## config.mk

```make
export PLATFORM = sky130hd
export DESIGN_NAME = usb_port_status_monitor
export DESIGN_NICKNAME = d
export VERILOG_FILES = /design/src/rtl/usb_hc_status_pkg.sv /design/src/rtl/usb_port_debounce.sv /design/src/rtl/usb_port_status_monitor.sv
export SDC_FILE = /design/constraint.sdc
export NUM_CORES = 1
export LEC_CHECK = 0
export BUFFER_PORTS_ARGS = -buffer_cell sky130_fd_sc_hd__buf_2
export CAP_MARGIN = 5
export CORE_UTILIZATION = 41
export CTS_CLUSTER_DIAMETER = 120
export DETAILED_ROUTE_END_ITERATION = 8
export GPL_TIMING_DRIVEN = 0
export PLACE_DENSITY = 0.67
export SYNTH_ARGS = -nofsm -noshare
export SYNTH_HDL_FRONTEND = slang
export SYNTH_HIERARCHICAL = 1
export SYNTH_SLANG_ARGS = --single-unit
```

## constraint.sdc

```tcl
create_clock -name clk -period 1.9 [get_ports clk]
set_input_delay 0.19 -clock clk [delete_from_list [all_inputs] [get_ports clk]]
set_output_delay 0.19 -clock clk [all_outputs]
set_load 0.01 [all_outputs]
```

## src/rtl/usb_hc_status_pkg.sv

```systemverilog
// Shared constants for the USB host controller port status logic.
// Connect-state encodings and debounce FSM states.
package usb_hc_status_pkg;

    localparam logic [1:0] CONNECT_DISCONNECT = 2'b00;
    localparam logic [1:0] CONNECT_LOW_SPEED  = 2'b01;
    localparam logic [1:0] CONNECT_FULL_SPEED = 2'b10;
    localparam logic [1:0] CONNECT_SE1_ERR    = 2'b11;

    typedef enum logic {
        DB_STABLE   = 1'b0,
        DB_DEBOUNCE = 1'b1
    } dbState_t;

endpackage

```

## src/rtl/usb_port_debounce.sv

```systemverilog
// Per-port connect-state debouncer with sticky W1C change flags.
// Also edge-detects the resume level into a sticky flag.
module usb_port_debounce
    import usb_hc_status_pkg::*;
#(
    parameter int DEBOUNCE_CYCLES = 16,
    parameter int CNT_W           = 8
) (
    input  logic       clk,
    input  logic       rst,
    input  logic [1:0] rawState,
    input  logic       resumeIn,
    input  logic       connectClr,
    input  logic       resumeClr,
    output logic [1:0] stableState,
    output logic       connectChange,
    output logic       resumeChange
);

    localparam logic [CNT_W-1:0] CNT_LAST = CNT_W'(DEBOUNCE_CYCLES);
    localparam logic [CNT_W-1:0] CNT_ONE  = CNT_W'(1);

    dbState_t         state, stateN;
    logic [1:0]       cand, candN;
    logic [1:0]       stableN;
    logic [CNT_W-1:0] cnt, cntN;
    logic             resPrev;
    logic             connSet, resSet;
    logic             connN, resN;

    always_comb begin
        stateN  = state;
        stableN = stableState;
        candN   = cand;
        cntN    = cnt;
        connSet = 1'b0;
        unique case (state)
            DB_STABLE: begin
                if (rawState != stableState) begin
                    if (DEBOUNCE_CYCLES == 1) begin
                        stableN = rawState;
                        connSet = 1'b1;
                    end else begin
                        stateN = DB_DEBOUNCE;
                        candN  = rawState;
                        cntN   = CNT_ONE;
                    end
                end
            end
            DB_DEBOUNCE: begin
                unique case (1'b1)
                    (rawState == cand): begin
                        if (cnt + CNT_ONE == CNT_LAST) begin
                            stableN = cand;
                            connSet = 1'b1;
                            stateN  = DB_STABLE;
                            cntN    = '0;
                        end else begin
                            cntN = cnt + CNT_ONE;
                        end
                    end
                    (rawState == stableState): begin
                        stateN = DB_STABLE;
                        cntN   = '0;
                    end
                    default: begin
                        candN = rawState;
                        cntN  = CNT_ONE;
                    end
                endcase
            end
            default: stateN = DB_STABLE;
        endcase
    end

    // Set beats a simultaneous clear.
    assign resSet = resumeIn & ~resPrev;
    assign connN  = connSet | (connectChange & ~connectClr);
    assign resN   = resSet | (resumeChange & ~resumeClr);

    always_ff @(posedge clk) begin
        if (rst) begin
            state         <= DB_STABLE;
            stableState   <= CONNECT_DISCONNECT;
            cand          <= CONNECT_DISCONNECT;
            cnt           <= '0;
            resPrev       <= 1'b0;
            connectChange <= 1'b0;
            resumeChange  <= 1'b0;
        end else begin
            state         <= stateN;
            stableState   <= stableN;
            cand          <= candN;
            cnt           <= cntN;
            resPrev       <= resumeIn;
            connectChange <= connN;
            resumeChange  <= resN;
        end
    end

endmodule

```

## src/rtl/usb_port_status_monitor.sv

```systemverilog
// Root-hub line-status monitor: per-port debounce plus
// a registered, maskable interrupt over the sticky flags.
module usb_port_status_monitor
    import usb_hc_status_pkg::*;
#(
    parameter int NUM_PORTS       = 2,
    parameter int DEBOUNCE_CYCLES = 16,
    parameter int CNT_W           = 8
) (
    input  logic                   clk,
    input  logic                   rst,
    input  logic [2*NUM_PORTS-1:0] connectStateIn,
    input  logic [NUM_PORTS-1:0]   resumeDetectedIn,
    input  logic [NUM_PORTS-1:0]   connectChangeClr,
    input  logic [NUM_PORTS-1:0]   resumeChangeClr,
    input  logic                   connectIntEn,
    input  logic                   resumeIntEn,
    output logic [2*NUM_PORTS-1:0] connectStateOut,
    output logic [NUM_PORTS-1:0]   connectChange,
    output logic [NUM_PORTS-1:0]   resumeChange,
    output logic                   intOut
);

    logic intN;

    for (genvar p = 0; p < NUM_PORTS; p++) begin : gPort
        usb_port_debounce #(
            .DEBOUNCE_CYCLES(DEBOUNCE_CYCLES),
            .CNT_W          (CNT_W)
        ) uDb (
            .clk          (clk),
            .rst          (rst),
            .rawState     (connectStateIn[2*p +: 2]),
            .resumeIn     (resumeDetectedIn[p]),
            .connectClr   (connectChangeClr[p]),
            .resumeClr    (resumeChangeClr[p]),
            .stableState  (connectStateOut[2*p +: 2]),
            .connectChange(connectChange[p]),
            .resumeChange (resumeChange[p])
        );
    end

    assign intN = |(connectChange & {NUM_PORTS{connectIntEn}})
                | |(resumeChange & {NUM_PORTS{resumeIntEn}});

    always_ff @(posedge clk) begin
        if (rst) intOut <= 1'b0;
        else     intOut <= intN;
    end

endmodule
```

==> run summary, run 1 <==
run status - finished, final reports clean
Detail Route Antenna Nets - 0
hold endpoint - intOut$_SDFF_PP0_
later-pin clock latency in the skew report - 0.28 ns
total track usage - 0.176
maximum fanout along the worst path - 6
syn_nets - 220
Synth cell types - 36
leakage - 0.780 nW
number of synthesized flops with an enable pin - 0
Synth Flop Type - dfxtp_1
clk slew on worst S/H paths - 0.07 ns
First DRT Iteration DRCs - 49
register area share after synthesis - 0.380
min Tclk post-route - 1.86 ns
vias per cell - 5.27
final instance area - 2100 sq um
layout cells sized above 1 - 0.274
worst r2r src - gPort[1].uDb/cnt[0]$_SDFFE_PP0P_
skew final - 0.00451 ns
post-synth top area share - 0.380
Non-Filler Instances - 287
period utilisation layout - 0.981
n_diodes - 0
CP endpoint kind - flop
hold crit path type - in2reg
reg2reg setup slack - 0.04 ns
hpwl dp - 2460 microns
overall power - 1.46 mW
CTS Sinks - 33
Finish-stage setup viols - 0
synthesized flop and latch total - 33
RSZ-0062 raised after global routing - yes
hold slack - 0.135 ns
gpl congestion - 0.820
Max transition margin - 0.654
Arrival @ worst endpoint - 2.07 ns
reg2reg end - gPort[1].uDb/stableState[1]$_SDFFE_PP0P_
placed insts - 274
count leader, synth - dfxtp_1
Core Rows - 23
Buffers on Ports - 22
final hold vios - 0
worst path required time - 2.11 ns
Via Count - 1512
WL per Instance - 12.6 microns
Max-cap violations - 0
I/O pin count - 23
Die Y - 67.1 microns
Power per Cell Area - 692 nW/um^2
Synth area leader - dfxtp_1
# DRC - 0
maximum VDD drop - 0.000535 V
DP Area - 1910 sq um
synth warn - 6
Netlist Area Pre-Place - 1740 sq um
cell count of the worst reg-to-reg path - 6
critical setup path kind - reg2reg
synth top area cells - dfxtp_1 38%, a21oi_1 6.1%, nor2_1 4.3%, or2b_2 4.0%, xnor2_1 4.0%
largest net degree at the start of global routing - 11
drt total wl - 3620 microns
die span in x - 67.1 microns
initial antenna violation count - 0
# nets final - 254
most frequent cells after synthesis - 33 x dfxtp_1, 21 x a21oi_1, 20 x nor2_1
CP Launch Type - flop
min-delay src - rst
hold path depth - 2
Root Buffer - clkbuf_8
Congestion Overflow GR - 0
asr flop ratio synth - 0
die footprint - 4500 sq um
first-pass GRT wire length - 5980 microns
Longest Clk Path Bufs - 2
CTS tree - built
drt pass-1 iters - 4
H-tree depth - 2
area added between synthesis and finish - 21.1%
final slew viol count - 0
Worst Max-Slew Pin Slew - 0.519 ns
Fmax - 536 MHz
Initial Util - 0.431
Syn Area/Cell - 8.60 sq um
Hold Buf Count CTS - 0
Inserted Clock Buffers - 5
vias in the first global route - 1332
Core Area - 4030 sq um
Syn Inst Count - 202
-- metrics by stage --
| stage | setup WS (ns) | util | setup TNS, ns |
|---|---|---|---|
| floorplan | 0.00527 | - | 0 |
| detailed placement | -0.200 | 0.474 | -1.28 |
| global route | -0.0484 | 0.522 | -0.0695 |
| finish | 0.0359 | 0.522 | 0 |
| CTS | 0.0164 | 0.508 | 0 |
| global placement | -0.172 | 0.474 | -1.04 |
-- cell usage in the layout, fill, tap and decap left out, drive strengths merged --
cell and count:
a21boi 2, and3 2, buf 29, o221ai 2
nand2 14, clkinv 1, and3b 2, a22oi 2
xor2 2, a21oi 21, a22o 2, ha 4
xnor2 8, mux2i 4, nor2b 4, o211ai 2
or3 6, o21ai 14, nand3b 2, o21bai 2
nor3 10, a31oi 4, or2b 8, dfxtp 33
nor2 20, or4b 2, nand3 12, or2 2
nand2b 4, and2 4, clkbuf 11, o21ba 2
-- kinds of logic (layout without fill, tap and decap cells) --
kind of cell	after synthesis	after routing	synth area share
AND/OR/NAND/NOR	92	92	0.314
AO/OA/AOI/OAI	53	53	0.182
flip-flops	33	33	0.380
XOR/XNOR	10	10	0.0504
buffers and inverters	6	41	0.0216
adder cells (fa/ha/maj)	4	4	0.0288
multiplexers	4	4	0.0231
-- timing repair --
item,CTS,global route
setup endpoints to repair,12,5
setup buffers,0,5
pin swaps,2,2
gates resized for setup,10,5
-- worst max-delay path, cell delays in order (launching register included) --
cell	delay, ns
dfxtp_4	0.39
ha_4	0.17
nand3_4	0.09
xor2_1	0.16
or4b_4	0.52
nor3_4	0.24
mux2i_1	0.23
-- final cells by class --
cell class / instances / area, sq um
Clock buffer: 7 / 96.3
Sequential cell: 33 / 676
Multi-Input combinational cell: 163 / 1080
Clock inverter: 1 / 5.00
Buffer: 6 / 37.5
Tap cell: 50 / 62.6
Timing Repair Buffer: 27 / 148
Fill cell: 385 / 1930
-- where the power goes --
part	leakage (nW)	internal [mW]	switching [mW]
registers	0.272	0.709	0.0192
clock network	0.0542	0.328	0.260
logic	0.454	0.0644	0.0756
-- worst max path at each step --
stage                                      from                                  endpoint  slack (ns)  cells past startpoint
6_report       gPort[1].uDb/cnt[0]$_SDFFE_PP0P_  gPort[1].uDb/stableState[1]$_SDFFE_PP0P_        0.04                      6
5_1_grt        gPort[0].uDb/cnt[0]$_SDFFE_PP0P_  gPort[0].uDb/stableState[0]$_SDFFE_PP0P_       -0.05                      6
4_1_cts        gPort[0].uDb/cnt[1]$_SDFFE_PP0P_  gPort[0].uDb/stableState[0]$_SDFFE_PP0P_        0.02                      6
3_5_place_dp   gPort[0].uDb/cnt[0]$_SDFFE_PP0P_  gPort[0].uDb/stableState[0]$_SDFFE_PP0P_       -0.20                      6
3_3_place_gp   gPort[1].uDb/cnt[0]$_SDFFE_PP0P_  gPort[1].uDb/stableState[1]$_SDFFE_PP0P_       -0.17                      6
2_1_floorplan  gPort[0].uDb/cnt[0]$_SDFFE_PP0P_  gPort[0].uDb/stableState[0]$_SDFFE_PP0P_       0.005                      6
-- metal layers --
layer	GRT usage	up-vias	routed length, microns
met5	0	-	0
li1	-	788	-
met1	0.241	688	1870
met3	0.0497	2	148
met4	0.0718	0	31
met2	0.256	34	1570
-- flip-flops by register name (all words and copies together), names as in the netlist --
signal	flops
gPort.uDb/cnt	16
gPort.uDb/cand	4
gPort.uDb/stableState	4
gPort.uDb/connectChange	2
gPort.uDb/resPrev	2
gPort.uDb/resumeChange	2
gPort.uDb/state	2
intOut	1
Power figures use the tool's default switching activity.
==> run 2: changes to the inputs <==
Settings changed: BUFFER_PORTS_ARGS -buffer_cell sky130_fd_sc_hd__buf_2 to unset, DONT_BUFFER_PORTS set to 1, PLACE_DENSITY 0.67 to 0.62.
==> run 2 against run 1 <==
  * Critical path depth rose by 1
  * Design area decreased by 4.8%
  * Clock skew shrank 0.0014 ns
  * Final cell count shrank 7.3%
  * Utilization is 2.5 points lower
  * Total power decreased by 7.7%
  * Highest routed layer unchanged
==> run summary, run 2 (synthesized netlist as in run 1, its figures left out) <==
run status - finished, final reports clean (unchanged)
Via Count - 1420 (was 1512)
hold path depth - 1 (was 2)
CP Launch Type - flop (unchanged)
Core Area - 4030 sq um (unchanged)
first-pass GRT wire length - 5520 microns (was 5980 microns)
worst path required time - 2.12 ns (was 2.11 ns)
skew final - 0.00311 ns (was 0.00451 ns)
placed insts - 252 (was 274)
Buffers on Ports - 0 (was 22)
fillers - 410 (was 385)
I/O pin count - 23 (unchanged)
gpl congestion - 0.831 (was 0.820)
Fmax - 533 MHz (was 536 MHz)
maximum fanout along the worst path - 5 (was 6)
Max transition margin - 0.663 (was 0.654)
Initial Util - 0.431 (unchanged)
die footprint - 4500 sq um (unchanged)
Congestion Overflow GR - 0 (unchanged)
initial antenna violation count - 0 (unchanged)
Detail Route Antenna Nets - 0 (unchanged)
Die Y - 67.1 microns (unchanged)
reg2reg setup slack - 0.03 ns (was 0.04 ns)
n_diodes - 0 (unchanged)
maximum VDD drop - 0.000695 V (was 0.000535 V)
most frequent cells in the layout - 29 x dfxtp_1, 21 x a21oi_1, 19 x nor2_1, 14 x nand2_1, 13 x o21ai_0 (was 29 x dfxtp_1, 22 x buf_2, 21 x a21oi_1, 20 x nor2_1, 14 x nand2_1)
Root Buffer - clkbuf_8 (unchanged)
worst r2r src - gPort[1].uDb/cnt[0]$_SDFFE_PP0P_ (unchanged)
drt total wl - 3360 microns (was 3620 microns)
cell count of the worst reg-to-reg path - 7 (was 6)
H-tree depth - 2 (unchanged)
final hold vios - 0 (unchanged)
CP endpoint kind - flop (unchanged)
vias per cell - 5.34 (was 5.27)
hold crit path type - in2reg (unchanged)
later-pin clock latency in the skew report - 0.27 ns (was 0.28 ns)
largest net degree at the start of global routing - 11 (unchanged)
layout cells sized above 1 - 0.208 (was 0.274)
final setup margin - 0.0252 ns (was 0.0359 ns)
CTS Sinks - 33 (unchanged)
clk slew on worst S/H paths - 0.07 ns (about the same)
Arrival @ worst endpoint - 2.10 ns (was 2.07 ns)
RSZ-0062 raised after global routing - yes (unchanged)
leakage - 0.679 nW (was 0.780 nW)
number of flip-flops in the largest register - 16 (unchanged)
Power per Cell Area - 671 nW/um^2 (was 692 nW/um^2)
die span in x - 67.1 microns (unchanged)
vias in the first global route - 1234 (was 1332)
# nets final - 233 (was 254)
min-delay src - resumeDetectedIn[1] (was rst)
hold endpoint - gPort[1].uDb/resPrev$_SDFF_PP0_ (was intOut$_SDFF_PP0_)
drt pass-1 iters - 4 (unchanged)
dpl ws - -0.207 ns (was -0.200 ns)
hpwl dp - 2260 microns (was 2460 microns)
# DRC - 0 (unchanged)
Finish-stage setup viols - 0 (unchanged)
Max-cap violations - 0 (unchanged)
period utilisation layout - 0.987 (was 0.981)
reg2reg end - gPort[1].uDb/connectChange$_SDFF_PP0_ (was gPort[1].uDb/stableState[1]$_SDFFE_PP0P_)
Regs by FF count - gPort.uDb/cnt x16, gPort.uDb/cand x4, gPort.uDb/stableState x4 (unchanged)
WL per Instance - 12.6 microns (about the same)
most flop-heavy register - gPort.uDb/cnt (unchanged)
CTS tree - built (unchanged)
critical setup path kind - reg2reg (unchanged)
Core Rows - 23 (unchanged)
First DRT Iteration DRCs - 23 (was 49)
Longest Clk Path Bufs - 2 (unchanged)
min Tclk post-route - 1.87 ns (was 1.86 ns)
Non-Filler Instances - 266 (was 287)
final slew viol count - 0 (unchanged)
Inserted Clock Buffers - 5 (unchanged)
Worst Max-Slew Pin Slew - 0.505 ns (was 0.519 ns)
area added between synthesis and finish - 15.3% (was 21.1%)
commonest non-fill, non-tap cell in the layout - dfxtp_1 (unchanged)
total track usage - 0.162 (was 0.176)
[run 2: how the worst max path moves through the flow]
| stage | to | slack [ns] | from |
|---|---|---|---|
| after floorplan | gPort[0].uDb/stableState[0]$_SDFFE_PP0P_ | 0.005 | gPort[0].uDb/cnt[0]$_SDFFE_PP0P_ |
| after global placement | gPort[0].uDb/stableState[1]$_SDFFE_PP0P_ | -0.17 | gPort[0].uDb/cnt[0]$_SDFFE_PP0P_ |
| after detailed placement | gPort[0].uDb/stableState[0]$_SDFFE_PP0P_ | -0.21 | gPort[0].uDb/cnt[0]$_SDFFE_PP0P_ |
| after CTS | gPort[1].uDb/stableState[0]$_SDFFE_PP0P_ | 0.02 | gPort[1].uDb/cnt[0]$_SDFFE_PP0P_ |
| after global routing | gPort[1].uDb/stableState[0]$_SDFFE_PP0P_ | -0.09 | gPort[1].uDb/cnt[0]$_SDFFE_PP0P_ |
| final | gPort[1].uDb/connectChange$_SDFF_PP0_ | 0.03 | gPort[1].uDb/cnt[0]$_SDFFE_PP0P_ |
[run 2: area by class of cell]
class | count | area [sq um] | area share
Buffer | 6 | 37.5 | 0.0187
Clock inverter | 2 | 10.0 | 0.00500
Tap cell | 50 | 62.6 | 0.0312
Clock buffer | 6 | 72.6 | 0.0362
Multi-Input combinational cell | 163 | 1090 | 0.546
Sequential cell | 33 | 676 | 0.337
Timing Repair Buffer | 6 | 51.3 | 0.0256
[run 2: per-layer routing]
layer,vias up,wire length (microns),global-route usage
li1,745,-,-
met1,645,1710,0.227
met2,25,1490,0.231
met3,5,111,0.0462
met4,0,49,0.0559
met5,-,0,0
[run 2: per-stage QoR]
step | area (sq um) | utilization | hold WS (ns) | setup TNS (ns) | total power, mW
floorplan | 1740 | - | 0.259 | 0 | 0.828
global placement | 1800 | 0.447 | 0.261 | -1.10 | 0.851
detailed placement | 1800 | 0.447 | 0.265 | -1.25 | 0.851
CTS | 1920 | 0.478 | 0.0389 | 0 | 1.36
global route | 2000 | 0.497 | 0.0276 | -0.209 | 1.42
finish | 2000 | 0.497 | 0.0450 | 0 | 1.34
[run 2: power breakdown]
part | total (mW) | internal, mW | switching [mW] | leakage, nW
sequential | 0.728 | 0.709 | 0.0183 | 0.272
combinational | 0.119 | 0.0548 | 0.0644 | 0.363
clock | 0.497 | 0.254 | 0.243 | 0.0450
[run 2: timing repair]
action                     in CTS  in global routing
hold buffers                    1                  0
hold endpoints to repair        1                  0
setup endpoints to repair      12                 11
pin swaps                       2                  3
setup buffers                   0                  5
resized for setup               9                  9
[run 2: critical path, stage by stage, from the launching register on]
cell     delay, ns
dfxtp_4       0.36
ha_4          0.16
nand3_4       0.10
xor2_2        0.16
or4b_4        0.52
nor3_4        0.27
buf_6         0.15
o21ba_1       0.10
